**config.mk**
```make
export PLATFORM = sky130hd
export DESIGN_NAME = btn_debounce
export DESIGN_NICKNAME = d
export VERILOG_FILES = /design/src/rtl/btn_debounce.sv
export SDC_FILE = /design/constraint.sdc
export NUM_CORES = 1
export LEC_CHECK = 0
export BUFFER_PORTS_ARGS = -buffer_cell sky130_fd_sc_hd__buf_2
export CAP_MARGIN = 15
export CORE_UTILIZATION = 64
export CTS_CLUSTER_SIZE = 12
export DETAILED_ROUTE_END_ITERATION = 7
export PLACE_DENSITY = 0.84
export SYNTH_ARGS = -nofsm -noshare
export SYNTH_HDL_FRONTEND = slang
export SYNTH_SLANG_ARGS = --single-unit
```
**constraint.sdc**
```tcl
create_clock -name clk_i -period 2.58 [get_ports clk_i]
set_input_delay 0.129 -clock clk_i [delete_from_list [all_inputs] [get_ports clk_i]]
set_output_delay 0.129 -clock clk_i [all_outputs]
set_load 0.03 [all_outputs]
```
**src/rtl/btn_debounce.sv**
```systemverilog
// Per-channel button debouncer: two-flop synchronizer, stable-state counter filter,
// press/release pulses, sticky press flags and a combined interrupt.
module btn_debounce #(
  parameter int NUM_BTN         = 8,
  parameter int DEBOUNCE_CYCLES = 48000,
  parameter int CNT_WIDTH       = 16
) (
  input  logic               clk_i,
  input  logic               rst_i,
  input  logic [NUM_BTN-1:0] btn_i,
  input  logic               mask_i,
  input  logic               evt_ack_i,
  output logic [NUM_BTN-1:0] btn_o,
  output logic [NUM_BTN-1:0] btn_raw_o,
  output logic [NUM_BTN-1:0] press_o,
  output logic [NUM_BTN-1:0] release_o,
  output logic [NUM_BTN-1:0] pend_o,
  output logic               irq_o
);

  localparam logic [CNT_WIDTH-1:0] LAST_CNT = CNT_WIDTH'(DEBOUNCE_CYCLES - 1);

  logic [NUM_BTN-1:0]                r_sync1;
  logic [NUM_BTN-1:0]                r_sync2;
  logic [NUM_BTN-1:0]                r_stable;
  logic [NUM_BTN-1:0][CNT_WIDTH-1:0] r_cnt;
  logic [NUM_BTN-1:0]                r_press;
  logic [NUM_BTN-1:0]                r_release;
  logic [NUM_BTN-1:0]                r_pend;

  logic [NUM_BTN-1:0] w_diff;
  logic [NUM_BTN-1:0] w_accept;
  logic [NUM_BTN-1:0] w_evt_en;

  always_comb begin
    w_diff   = r_sync2 ^ r_stable;
    w_evt_en = {NUM_BTN{~mask_i}};
    w_accept = '0;
    for (int n = 0; n < NUM_BTN; n++) begin
      w_accept[n] = w_diff[n] && (r_cnt[n] == LAST_CNT);
    end
  end

  // The counter only runs while the synchronized level disagrees with the stable
  // state, so any bounce back to the stable level discards the partial count.
  always_ff @(posedge clk_i) begin
    if (rst_i) begin
      r_sync1   <= '1;
      r_sync2   <= '1;
      r_stable  <= '1;
      r_cnt     <= '0;
      r_press   <= '0;
      r_release <= '0;
      r_pend    <= '0;
    end else begin
      r_sync1 <= btn_i;
      r_sync2 <= r_sync1;
      for (int n = 0; n < NUM_BTN; n++) begin
        if (!w_diff[n]) begin
          r_cnt[n] <= '0;
        end else if (w_accept[n]) begin
          r_cnt[n]    <= '0;
          r_stable[n] <= r_sync2[n];
        end else begin
          r_cnt[n] <= r_cnt[n] + CNT_WIDTH'(1);
        end
      end
      r_press   <= w_accept & ~r_sync2 & w_evt_en;
      r_release <= w_accept &  r_sync2 & w_evt_en;
      // A press arriving together with an acknowledge keeps its flag set.
      r_pend    <= (evt_ack_i ? '0 : r_pend) | (r_press & w_evt_en);
    end
  end

  assign btn_raw_o = r_stable;
  assign btn_o     = mask_i ? '1 : r_stable;
  assign press_o   = r_press;
  assign release_o = r_release;
  assign pend_o    = r_pend;
  assign irq_o     = |r_pend;

endmodule

```
==> results.txt, run 1 <==
The flow ran to the end, and the final reports show no timing, DRC or antenna violations. The count of unresolved DRC violations after routing came out at 0. The switching part of the total came out at 19.43%. The net count after synthesis came out at 827. The count of antenna-violating nets left after detailed routing came out at 0. The share of the Yosys chip area taken by registers is roughly half. Summed over all failing endpoints, the final setup total negative slack is 0 ns. Measured along the y axis, the die boundary spans approximately 110 µm. The standard cell area after detailed placement came out at around 0.0076 mm². The share of the synthesized area in the top cell type came out at approximately half. The worst path arrival time came out at approximately 2.3 ns.

For this design, the sink count on the clock tree is around 180. The global placement routability congestion is roughly 0.85. The final count of negative-setup-slack endpoints is 0. Along the worst hold path, the cell count comes to 3. The commonest register cell after synthesis is dfxtp_1. The met3 routing resource usage after global routing came out at 6.691%.

dfxtp_1 takes more of the synthesized area than any other cell. The post-layout net count is between 800 and 900. Summed over all nets, the switching power comes to approximately 1.1 mW. Leaving out fill and tap cells, the most frequent cell in the layout is dfxtp_1. The data required time at the worst endpoint is 2.87 ns. The classification of the worst-slack hold path is primary input to flip-flop. The number of antenna violations at the first check in global routing is 0. The fraction of final layout cells sized beyond drive strength 1 came out at a little over an eighth. The number of antenna diodes in the final layout is 0. Timing would allow up to between 400 and 500 MHz.

The depth of the worst register-to-register path is 5. The all-layer global routing usage came out at a little over a quarter. The count of synthesis-stage warnings from yosys is 0.

The total area inside the core boundary comes to around 0.011 mm². The count of standard-cell rows is 38. The library cells used most frequently in the layout, excluding fill and tap cells, are 176 x dfxtp_1, 157 x nor2_1, 93 x xnor2_1. The floorplan step defined a die boundary enclosing about 0.012 mm². The adder and majority gate portion of the synthesized area came out at under 10%. The final clock period utilization by the worst path came out at between 70% and 80%.

The power share of the combinational group is under 10%. The peak ir drop on the vdd network came out at around 0.76 mV. The average instance in the mapped netlist occupies between 8 and 9 µm². The number of buffers added by the clock tree synthesis step is 17. The later-pin clock latency in the skew report is 0.42 ns. After clock tree synthesis, the setup repair step added 0 buffers.

STA classifies the critical path endpoint as a flip-flop. The pin slew with the least headroom to its limit is between 0.5 and 0.6 ns. TritonCTS built the clock tree.

The post-synthesis cell area came out at between 0.007 and 0.008 mm². The worst setup path is launched from a flip-flop. The longest clock path from root to sink contains 2 buffers. The layout overhead on the synthesized area came out at 14.78%.

The largest net degree at the start of global routing came out at 31. The kind of critical path is flip-flop to flip-flop. The detailed router placed 5776 vias in this run. The XOR/XNOR share of the synthesized area came out at roughly 13%. Port buffering added between 50 and 60 buffers. After routing the design area is 0.008289 mm². The proportion of power drawn by flip-flops and latches is 50.2%. Total power for the finished layout comes to 5.458 mW. The relative slew slack is 60.78%. The final worst clock skew is 0.005635 ns. The total routed wirelength is 14.49 mm. The mux contribution to synthesized area came out at less than 1%. The max-cap check violation count is 0. After clock tree synthesis, the clock-pin slew on the worst setup and hold paths is ~0.060 ns. The starting density of the core came out at about 66%. The number of pins exceeding their max-slew limit in the final report is 0. For this design the static power due to leakage is 2.564 nW. The met2 demand-to-capacity share in global routing came out at 45.27%. The dominant combinational cell family by area after synthesis is simple AND/OR/NAND/NOR gates. The average detailed-routed wire length per instance is roughly 14 µm. The first global-routing pass estimated 24.02 mm of wire. In this run, distinct cell masters in the synthesized netlist total 40.

The maximum fanout encountered on the critical timing path is 16. For this run, the slowest stage of the critical path takes 0.47 ns. The shortest clock period the worst path allows after layout came out at just over 2 ns. The via-per-instance ratio is 5.641. The synthesis-stage register bit count came out at approximately 180.

The total overflow left after global routing is 0. The hold violation count in the final report was 0. The number of synthesized flops with an enable pin is 0. In the post-synthesis netlist, the biggest area contributors are dfxtp_1 49%, xnor2_1 11%, nor2_1 8.2%, nor4_1 3.7%, nand2b_1 3.2%. met2 is the most crowded layer.

The slowest stage of the critical path is the a211o_1 cell. The floorplan step set the die width to ~110 µm. The simple-gate share of the synthesized area came out at just over 30%. Global routing consumed, on the met1 layer, about 31% of the routing resources. The library cell used as clock root buffer is clkbuf_16.

The critical path goes through ha_1 -> nand4_1 -> nor4_2 -> a211o_1 -> nor2_1. At the end of the flow the core is filled with cells to approximately three quarters. For this block, the initial DRC count from the detailed router was approximately 270.

The post-synthesis instance total came out at 807. The first TritonRoute pass finished after 5 iterations. The wire-length estimate of the detail-placed layout is ~9.9 mm.

The cell-internal power is around 4.4 mW. Pin placement for this block handled 53 I/O pins. The number of global-route vias before repair is 5467. The post-synthesis compound-gate area fraction is ~2.9%. The power density normalized to cell area came out at 658.5 mW/mm².

Setup repair after global routing left no endpoint under its margin. The total number of H-tree levels came out at 4. The fraction of registers with async set/reset came out at 0%. The share of power burned in the clock network came out at between 40% and 50%.
final timing paths:
kind                 to  slack, ns  startpoint
max          r_cnt[102]       0.53   r_cnt[96]
min           pend_o[2]        0.1   evt_ack_i
max reg2reg  r_cnt[102]       0.53   r_cnt[96]
min reg2reg  r_sync2[6]       0.41  r_sync1[6]
cells in the mapped netlist, drive strengths merged, types with 8 or more instances:
master  number
nand2       45
buf         10
nand2b      37
a21oi       13
dfxtp      176
xor2        18
inv         19
xnor2       93
nand4       33
nor4        45
and3        12
nor2       157
nand3       41
nor3        38
or2         25
ha           8
worst max-delay path, delay by kind of cell (launching register included):
family / cells / cell delay, ns
flops: 1 / 0.39
fa+ha+maj: 1 / 0.24
simple gates: 3 / 0.82
compound gates: 1 / 0.47
timing repair:
action / CTS / global route
resized for setup: 0 / 0
hold endpoints to repair: 8 / 0
hold buffers: 8 / 0
cell type report:
class / instances / area [µm²]
multi-input combinational: 595 / 3545
sequential: 176 / 3523
fill: 796 / 2646
clock buffer: 24 / 491.7
timing repair buffer: 62 / 355.3
tap: 140 / 175.2
clock inverter: 8 / 127.6
inverter: 19 / 71.32
layer usage:
layer  part of all wire (%)  wire length (µm)
met5                      0                 0
met2                     50              7245
met3                    4.0               581
met1                     44              6343
met4                    2.2               324
power by group through the flow:
stage                     combinational, mW  clock (mW)  sequential [mW]
final                                0.0848        2.63             2.74
after CTS                            0.0853        2.67             2.74
after floorplan                      0.0519           0             2.80
after global routing                 0.0932        2.79             2.74
after global placement               0.0733           0             2.80
after detailed placement             0.0750           0             2.80
registers in the layout (all words and copies together), names as in the netlist:
name,flops
r_cnt,128
press_o,8
btn_raw_o,8
r_sync1,8
release_o,8
r_sync2,8
pend_o,8
logic make-up after synthesis:
kind of cell / count (synthesis)
buf+inv: 36
xor+xnor: 111
flops: 176
compound gates: 29
simple gates: 443
fa+ha+maj: 8
mux: 4
per-stage QoR:
stage	cells	worst slack [ns]	hold slack, ns
6_report	1024	0.5252	0.09936
5_1_grt	1024	0.2635	0.1045
4_1_cts	1024	0.4826	0.09008
3_5_place_dp	984	0.5020	0.3165
3_3_place_gp	984	0.6311	0.3168
2_1_floorplan	807	0.8189	0.2328
Note: power is estimated with default switching activity, not from simulation.
==> inputs of run 2 (changes only) <==
CORE_UTILIZATION = 60   (was 64)
PLACE_DENSITY = 0.79   (was 0.84)
clock period = 2.1 ns   (was 2.58 ns; I/O delays follow)
==> results.txt, run 2 (synthesis results as in run 1) <==
The flow ran to the end, but the final reports show violations. The final reports fail on design-rule violations. The number of flip-flops in the largest register is ~130. The max-cap check violation count came out at 0. The fraction of final layout cells sized beyond drive strength 1 is roughly 14%. The total grt overflow came out at 0. The number of sinks handled by clock tree synthesis is between 150 and 200. No sink is reached through more buffers than the 2 on the longest clock path.

The count of standard-cell rows is 39. The path class of the tightest hold or removal check is primary input to flip-flop. The number of global-route vias before repair is between 5000 and 6000. The global placement routability congestion came out at 0.8880. The worst path arrival time came out at 2.24 ns. The peak ir drop on the vdd network is approximately 0.64 mV. Gates resized during post-CTS repair numbered 0. The shortest clock period the worst path allows after layout came out at between 1.5 and 2 ns. Traced cell by cell, the critical path runs through ha_1 -> nand4_1 -> nor4_2 -> a211o_2 -> nor2_1. The largest net degree at the start of global routing came out at 39. The initial utilization of the core area, before any placement, comes to approximately 62%. The later-pin clock latency in the skew report came out at 0.43 ns. The x dimension of the die came out at around 110 µm. The count of routing violations after the opening detailed-route iteration is 416. The post-layout net count is around 900. The library cell used most frequently in the layout, excluding fill and tap cells, is dfxtp_1.

The count of antenna-violating nets left after detailed routing is 0. The first-pass iteration count of the detailed router is 7. Counting flops per register, the top entry is r_cnt.

The count of vias placed by the detailed router is 5676. The relative slew slack is a little under three fifths. The count of unresolved DRC violations after routing came out at 5. The type of element launching the critical path is a flip-flop. Clock tree synthesis inserted a total of 17 buffers. The slowest stage of the critical path belongs to the cell nor4_2. The switching part of the total came out at between 20% and 30%. The critical path is of the flip-flop to flip-flop type. The hold violation count in the final report is 0. The family with the most delay on the worst path is simple AND/OR/NAND/NOR gates. Setup repair after global routing left no endpoint under its margin. The number of antenna violations at the first check in global routing came out at 0. Summed over all cells, the static leakage comes to roughly 2.6 nW. The total routed wirelength is approximately 14 mm. In this run the count of I/O pins placed on the die edge is between 50 and 60. Sequential cells burn around 52% of the power. The setup slack of the most critical reg-to-reg path came out at between 0.15 and 0.2 ns. The clock-pin slew of the registers on the worst-case setup and hold paths is roughly 0.07 ns. The final clock period utilization by the worst path came out at ~92%. For this run, the total global-route usage over all layers was measured as ~24%. The die covers roughly 0.012 mm².

Leaving out fill and tap cells, the most frequent cells in the layout are 176 x dfxtp_1, 157 x nor2_1, 93 x xnor2_1. STA classifies the critical path endpoint as a flip-flop. The number of pins exceeding their max-slew limit in the final report came out at 0. The data required time at the worst endpoint came out at 2.41 ns. The antenna diode count is 0. Based on the critical path, the design can be clocked at up to between 500 and 600 MHz.

After detailed placement, the total cell area comes to ~0.0076 mm². Setup violations remaining at the end of the flow were counted as 0. The TritonCTS clock tree is built. The internal power of the cells totals roughly 5.1 mW.

The first global-routing pass estimated around 24 mm of wire. The power density normalized to cell area came out at between 700 and 800 mW/mm². On the worst path, the slowest cell contributes a delay of just under 0.5 ns. The chip height is ~110 µm. Once detailed placement completed, the half-perimeter wirelength came to a little under 10 mm. The tree is rooted in a clkbuf_16. The total number of H-tree levels is 4. The clock arrives with around 0.0073 ns of skew. In this run, the clock network consumes 46.3% of the power. The maximum fanout encountered on the critical timing path is 16. The pin slew with the least headroom to its limit is 0.6685 ns. The number of buffers and inverters on the critical path came out at 0. The placeable core region came out at around 0.012 mm². From synthesis to final layout, the design area changed by 14.67%. The power share of the combinational group came out at approximately 1.6%. The via-per-instance ratio came out at 5.500. The average detailed-routed wire length per instance is 13.91 µm. Summed over all failing endpoints, the final setup total negative slack is 0 ns.

Buffers placed on the I/O ports in this run total between 50 and 60. The net switching power of the design is roughly 1.4 mW. The final standard cell area without fillers is 0.008282 mm².
-- run 2: cell count changes in the layout (fill, tap and decap cells not counted), sizes merged --
cell,delta
inv,+2
clkinv,+2
clkinvlp,+2
clkbuf,-5
buf,+6
bufinv,-2
-- run 2: final cells by class --
type | count | area, µm²
Tap cell | 143 | 178.9
Fill cell | 875 | 3283
Sequential cell | 176 | 3523
Multi-Input combinational cell | 595 | 3545
Clock buffer | 19 | 452.9
Inverter | 19 | 71.32
Timing Repair Buffer | 68 | 400.4
Clock inverter | 12 | 110.1
-- run 2: metrics by stage --
stage	utilization, %	total power, mW	hold WS, ns	std cells	setup WS, ns
5_1_grt	71.61	6.664	0.04472	1032	0.02777
3_3_place_gp	66.05	3.532	0.2921	993	0.3333
3_5_place_dp	66.05	3.536	0.2933	993	0.1816
4_1_cts	71.61	6.520	0.008410	1032	0.1629
6_report	71.61	6.467	0.02515	1032	0.1728
2_1_floorplan	-	3.503	0.2088	807	0.3389
-- run 2: power by group through the flow --
stage	Sequential, mW	Combinational (mW)	Clock (mW)
2_1_floorplan	3.44	0.0638	0
4_1_cts	3.37	0.106	3.05
6_report	3.37	0.105	2.99
3_5_place_dp	3.44	0.0937	0
3_3_place_gp	3.44	0.0911	0
5_1_grt	3.37	0.117	3.18
-- run 2: tightest hold or removal path: cells and delay by family --
kind / cells / cell delay [ns]
AOI/OAI and AO/OA: 1 / 0.05
and+or+nand+nor: 1 / 0.11
buffers and inverters: 1 / 0.14
-- run 2: final timing paths --
kind,startpoint,to,cells past startpoint
worst max-delay path,r_cnt[32],r_cnt[42],5
worst max register to register,r_cnt[32],r_cnt[42],5
worst min register to register,r_sync1[5],r_sync2[5],1
worst min-delay path,evt_ack_i,pend_o[5],3
-- run 2: timing repair --
| item | 4_1_cts | 5_1_grt |
|---|---|---|
| hold buffers | 8 | 0 |
| buffers inserted | 0 | 0 |
| endpoints found under the hold margin | 8 | 0 |
| setup endpoints to repair | 0 | 0 |
-- run 2: per-layer routing --
| layer | up-vias | GRT usage (%) | wire, µm |
|---|---|---|---|
| li1 | 2889 | - | - |
| met1 | 2638 | 29.25 | 6462 |
| met2 | 131 | 41.90 | 7048 |
| met3 | 18 | 6.260 | 614 |
| met4 | 0 | 8.739 | 227 |
| met5 | - | 0 | 0 |
